<file path="config.mk">
export PLATFORM = sky130hd
export DESIGN_NAME = uart_depacketizer
export DESIGN_NICKNAME = d
export VERILOG_FILES = /design/src/rtl/uart_depacketizer.sv
export SDC_FILE = /design/constraint.sdc
export NUM_CORES = 1
export LEC_CHECK = 0
export BUFFER_PORTS_ARGS = -buffer_cell sky130_fd_sc_hd__buf_4
export CAP_MARGIN = 40
export CORE_ASPECT_RATIO = 1.25
export CORE_UTILIZATION = 50
export CTS_CLUSTER_DIAMETER = 100
export DETAILED_ROUTE_END_ITERATION = 16
export PLACE_DENSITY = 0.75
export SETUP_SLACK_MARGIN = 0.02
export SYNTH_ARGS = -nofsm -noshare
export SYNTH_HDL_FRONTEND = slang
export SYNTH_SLANG_ARGS = --single-unit
</file>
<file path="constraint.sdc">
create_clock -name clk -period 3.81 [get_ports clk]
set_input_delay 0.381 -clock clk [delete_from_list [all_inputs] [get_ports clk]]
set_output_delay 0.381 -clock clk [all_outputs]
set_load 0.02 [all_outputs]
</file>
<file path="src/rtl/uart_depacketizer.sv">
`default_nettype none
// ============================================================================
//  Module   : uart_depacketizer
//  Brief    : 8N1 UART receiver feeding a SYNC/LEN/payload/CHK packet parser,
//             emitting payload bytes with packet start/end/error strobes.
//  Revision : 1.0  initial release
// ============================================================================
module uart_depacketizer #(
    parameter int         CLKS_PER_BIT = 16,
    parameter logic [7:0] SYNC_BYTE    = 8'hA5,
    parameter int         MAX_LEN      = 16
) (
    input  logic       clk,
    input  logic       rst,
    input  logic       serial_in,
    output logic [7:0] data_out,
    output logic       data_out_valid,
    output logic       pkt_start,
    output logic       pkt_end,
    output logic       pkt_err,
    output logic       rx_busy
);

    localparam int                c_cnt_w    = $clog2(CLKS_PER_BIT);
    localparam logic [c_cnt_w-1:0] c_cnt_last = c_cnt_w'(CLKS_PER_BIT - 1);
    localparam logic [c_cnt_w-1:0] c_cnt_half = c_cnt_w'(CLKS_PER_BIT / 2 - 1);
    localparam logic [7:0]        c_max_len  = 8'(MAX_LEN);

    typedef enum logic [1:0] {
        B_IDLE  = 2'd0,
        B_START = 2'd1,
        B_DATA  = 2'd2,
        B_STOP  = 2'd3
    } bit_state_t;

    typedef enum logic [1:0] {
        P_HUNT    = 2'd0,
        P_LEN     = 2'd1,
        P_PAYLOAD = 2'd2,
        P_CHK     = 2'd3
    } pkt_state_t;

    logic               r_sync1;
    logic               r_sync2;
    bit_state_t         r_bit_state;
    logic [c_cnt_w-1:0] r_bit_cnt;
    logic [2:0]         r_bit_idx;
    logic [7:0]         r_shift;

    pkt_state_t         r_pkt_state;
    logic [7:0]         r_count;
    logic [7:0]         r_chk;
    logic               r_emitted;

    logic               w_line;
    logic               w_byte_stb;
    logic               w_byte_ok;

    assign w_line     = r_sync2;
    // Stop-bit sample cycle: the packet FSM consumes the byte on this edge.
    assign w_byte_stb = (r_bit_state == B_STOP) && (r_bit_cnt == c_cnt_last);
    assign w_byte_ok  = w_line;

    assign rx_busy = (r_bit_state != B_IDLE) || (r_pkt_state != P_HUNT);

    always_ff @(posedge clk or posedge rst) begin
        if (rst) begin
            r_sync1 <= 1'b1;
            r_sync2 <= 1'b1;
        end else begin
            r_sync1 <= serial_in;
            r_sync2 <= r_sync1;
        end
    end

    always_ff @(posedge clk or posedge rst) begin
        if (rst) begin
            r_bit_state <= B_IDLE;
            r_bit_cnt   <= '0;
            r_bit_idx   <= 3'd0;
            r_shift     <= 8'h00;
        end else begin
            case (r_bit_state)
                B_IDLE: begin
                    if (!w_line) begin
                        r_bit_state <= B_START;
                        r_bit_cnt   <= '0;
                    end
                end
                B_START: begin
                    if (r_bit_cnt == c_cnt_half) begin
                        r_bit_cnt   <= '0;
                        r_bit_idx   <= 3'd0;
                        r_bit_state <= w_line ? B_IDLE : B_DATA;
                    end else begin
                        r_bit_cnt <= r_bit_cnt + 1'b1;
                    end
                end
                B_DATA: begin
                    if (r_bit_cnt == c_cnt_last) begin
                        r_bit_cnt <= '0;
                        r_shift   <= {w_line, r_shift[7:1]};
                        r_bit_idx <= r_bit_idx + 3'd1;
                        if (r_bit_idx == 3'd7) begin
                            r_bit_state <= B_STOP;
                        end
                    end else begin
                        r_bit_cnt <= r_bit_cnt + 1'b1;
                    end
                end
                B_STOP: begin
                    if (r_bit_cnt == c_cnt_last) begin
                        r_bit_cnt   <= '0;
                        r_bit_state <= B_IDLE;
                    end else begin
                        r_bit_cnt <= r_bit_cnt + 1'b1;
                    end
                end
                default: r_bit_state <= B_IDLE;
            endcase
        end
    end

    always_ff @(posedge clk or posedge rst) begin
        if (rst) begin
            r_pkt_state    <= P_HUNT;
            r_count        <= 8'h00;
            r_chk          <= 8'h00;
            r_emitted      <= 1'b0;
            data_out       <= 8'h00;
            data_out_valid <= 1'b0;
            pkt_start      <= 1'b0;
            pkt_end        <= 1'b0;
            pkt_err        <= 1'b0;
        end else begin
            data_out_valid <= 1'b0;
            pkt_start      <= 1'b0;
            pkt_end        <= 1'b0;
            pkt_err        <= 1'b0;
            if (w_byte_stb) begin
                case (r_pkt_state)
                    P_HUNT: begin
                        if (w_byte_ok && (r_shift == SYNC_BYTE)) begin
                            r_pkt_state <= P_LEN;
                        end
                    end
                    P_LEN: begin
                        if (!w_byte_ok || (r_shift == 8'h00) || (r_shift > c_max_len)) begin
                            pkt_err     <= 1'b1;
                            r_pkt_state <= P_HUNT;
                        end else begin
                            r_count     <= r_shift;
                            r_chk       <= r_shift;
                            r_emitted   <= 1'b0;
                            r_pkt_state <= P_PAYLOAD;
                        end
                    end
                    P_PAYLOAD: begin
                        if (!w_byte_ok) begin
                            pkt_err     <= 1'b1;
                            pkt_end     <= r_emitted;
                            r_pkt_state <= P_HUNT;
                        end else begin
                            data_out       <= r_shift;
                            data_out_valid <= 1'b1;
                            pkt_start      <= !r_emitted;
                            r_emitted      <= 1'b1;
                            r_chk          <= r_chk ^ r_shift;
                            r_count        <= r_count - 8'd1;
                            if (r_count == 8'd1) begin
                                r_pkt_state <= P_CHK;
                            end
                        end
                    end
                    P_CHK: begin
                        // At least one payload byte has always been emitted here.
                        pkt_end     <= 1'b1;
                        pkt_err     <= !w_byte_ok || (r_shift != r_chk);
                        r_pkt_state <= P_HUNT;
                    end
                    default: r_pkt_state <= P_HUNT;
                endcase
            end
        end
    end

endmodule
`default_nettype wire
</file>
==> flow_summary.json <==
{
  "status": "complete, no violations",
  "final.setup.tns_ns": 0,
  "vdd_drop_max_v": 0.0002710,
  "num_rows": 29,
  "clock.fmax_mhz": 369.7,
  "clockRootBuffer": "clkbuf_8",
  "nets": 285,
  "r2r_end": "r_count[4]$_DFFE_PP0P_",
  "switching_share": 0.2958,
  "htree_levels": 2,
  "holdWs_ns": 0.01648,
  "wirelength_um": 5522,
  "cts_sinks": 50,
  "ys_top_cells_by_area": "dfrtp_1 45%, nand2_1 5.6%, mux2_2 3.4%",
  "layout_commonest_cell": "dfrtp_1",
  "synth_top_area_share": 0.4507,
  "routedWlPerCell_um": 16.24,
  "final_layout_size_suffix_gt1_frac": 0.1619,
  "clk_latency_ns": 0.31,
  "power_mw": 1.216,
  "slew_headroom": 0.4133,
  "grt_overflow_total": 0,
  "cp-start-kind": "flop",
  "drtAntennaViolNets": 0,
  "die_h_um": 83.63,
  "switchingPower_mw": 0.3597,
  "intPower_mw": 0.8564,
  "portBuffers": 15,
  "crit_path_start": "r_bit_cnt[0]$_DFFE_PP0P_",
  "seq_power_share": 0.527,
  "dieArea_sq_um": 5628,
  "ys_warn_count": 0,
  "yosys_most_used_dff": "dfrtp_1",
  "synth_nets": 283,
  "leakage_nw": 1.360,
  "p_per_area_nw_per_um2": 423.1,
  "cp-end-kind": "flop",
  "grt_antenna_before_repair": 0,
  "ioPinCount": 16,
  "dr.pass1.iters": 4,
  "r2r_setup_slack_ns": 1.10,
  "via_per_inst": 5.903,
  "crit_fanout": 22,
  "cts_buffers": 5,
  "gp_congestion": 0.8470,
  "fin_crit_sh": 0.7100,
  "rsz0062_at_grt": "false",
  "antenna_cells": 0,
  "power.share.clock": 0.311,
  "dr_total_vias": 2007,
  "core_sq_um": 5116,
  "syn_area_sq_um": 2665,
  "grt_usage": 0.2276,
  "path_class": "flop to flop",
  "dpl.hpwl_um": 3839,
  "stdcell_area_sq_um": 2874,
  "async_reset_ff_frac": 1.000,
  "die_w_um": 67.30,
  "fin_crit_ns": 2.705,
  "synth_top_area_cell": "dfrtp_1",
  "slew_violations": 0,
  "drc": 0,
  "cts-hold-fix-buffers": 0,
  "grt_pass1_vias": 1962,
  "cts_resized": 0,
  "worstRegToRegCells": 6,
  "ys_types": 56,
  "fillers": 446,
  "cts_buffer_depth": 2,
  "hold_path.class": "primary input to async pin",
  "finalHoldViolCount": 0,
  "ys_ff_latch": 50,
  "initial_core_util": 0.5209,
  "post_cts_buffers": 0,
  "setup_viol": 0,
  "pwr-share-comb": 0.163,
  "dpl_cell_area_sq_um": 2764,
  "grt_pass1_wl_um": 9487,
  "synth.avg_cell_area_sq_um": 9.691,
  "cp.arrival_ns": 2.91,
  "tightest_slew_ns": 0.8720,
  "final_util": 0.5618,
  "area_growth_pct": 7.841,
  "final_cell_mix": "48 x dfrtp_1, 40 x nand2_1, 16 x nor2_1",
  "seq_area_frac_synth": 0.4704,
  "clock-skew-final_ns": 0.01405,
  "drt_iter0_markers": 96,
  "reg2reg_from": "r_bit_cnt[0]$_DFFE_PP0P_",
  "critPathRequiredTime_ns": 4.01,
  "synthCells": 275,
  "clk_pin_slew_ns": 0.10,
  "tritoncts": "built",
  "synth_edf_count": 0,
  "grt_max_degree": 38,
  "max_cap_violations": 0
}
-- metrics by stage --
stage,worst slack (ns),cells
floorplan,1.989,275
global placement,1.173,331
detailed placement,1.100,332
CTS,1.065,340
global route,0.8175,340
finish,1.105,340
-- logic make-up after synthesis --
family | synth area share
AO/OA/AOI/OAI | 0.1751
XOR/XNOR | 0.01925
adder cells (fa/ha/maj) | 0.02347
buffers and inverters | 0.05728
flip-flops | 0.4704
multiplexers | 0.03756
AND/OR/NAND/NOR | 0.2169
-- area by class of cell --
class                           count  area [sq um]  area share
Sequential cell                    50          1254      0.4362
Tap cell                           62         77.57     0.02699
Inverter                           11         41.29     0.01437
Clock inverter                      2         37.54     0.01306
Clock buffer                        6         72.57     0.02525
Multi-Input combinational cell    193          1259      0.4380
Timing Repair Buffer               16         132.6     0.04615
-- power by group through the flow --
stage	clock network (mW)	registers [mW]	logic, mW
2_1_floorplan	0	0.607	0.201
3_3_place_gp	0	0.650	0.190
3_5_place_dp	0	0.650	0.200
4_1_cts	0.386	0.640	0.200
5_1_grt	0.399	0.653	0.225
6_report	0.378	0.641	0.198
-- worst max path at each step --
stage,to,cells after the start
after floorplan,r_count[2]$_DFFE_PP0P_,7
after global placement,r_count[4]$_DFFE_PP0P_,6
after detailed placement,r_count[4]$_DFFE_PP0P_,6
after CTS,r_count[4]$_DFFE_PP0P_,6
after global routing,r_count[4]$_DFFE_PP0P_,6
final,r_count[4]$_DFFE_PP0P_,6
-- synth_stat cells (4+ instances only) --
library cell	n
nand2b_1	8
buf_2	8
xnor2_1	4
o221ai_1	4
nand3_1	10
o21ai_0	9
dfrtp_1	48
mux2_2	8
a21oi_1	15
inv_1	11
and2_1	5
ha_1	5
nor3_1	4
a211oi_1	5
clkbuf_1	10
nand2_1	40
nor2b_1	4
nor2_1	16
-- registers in the layout (all words and copies together), names as in the netlist, 2 cells and up, named ones only --
signal,flops
data_out,8
r_chk,8
r_count,8
r_shift,8
r_bit_cnt,4
r_bit_idx,3
r_pkt_state,2
-- metal layers --
metal	vias to the layer above	wire length (um)	GRT usage
met5	-	0	0
li1	971	-	-
met1	976	2414	0.2849
met2	50	2816	0.3755
met3	10	176	0.03689
met4	0	114	0.1025
-- critical path: stages, from the launching register on --
cell	delay, ns
dfrtp_1	0.39
ha_1	0.26
and3_1	0.35
nand3_1	0.47
inv_1	0.69
nand3_1	0.15
a32o_1	0.28
Note: power is estimated with default switching activity, not from simulation.
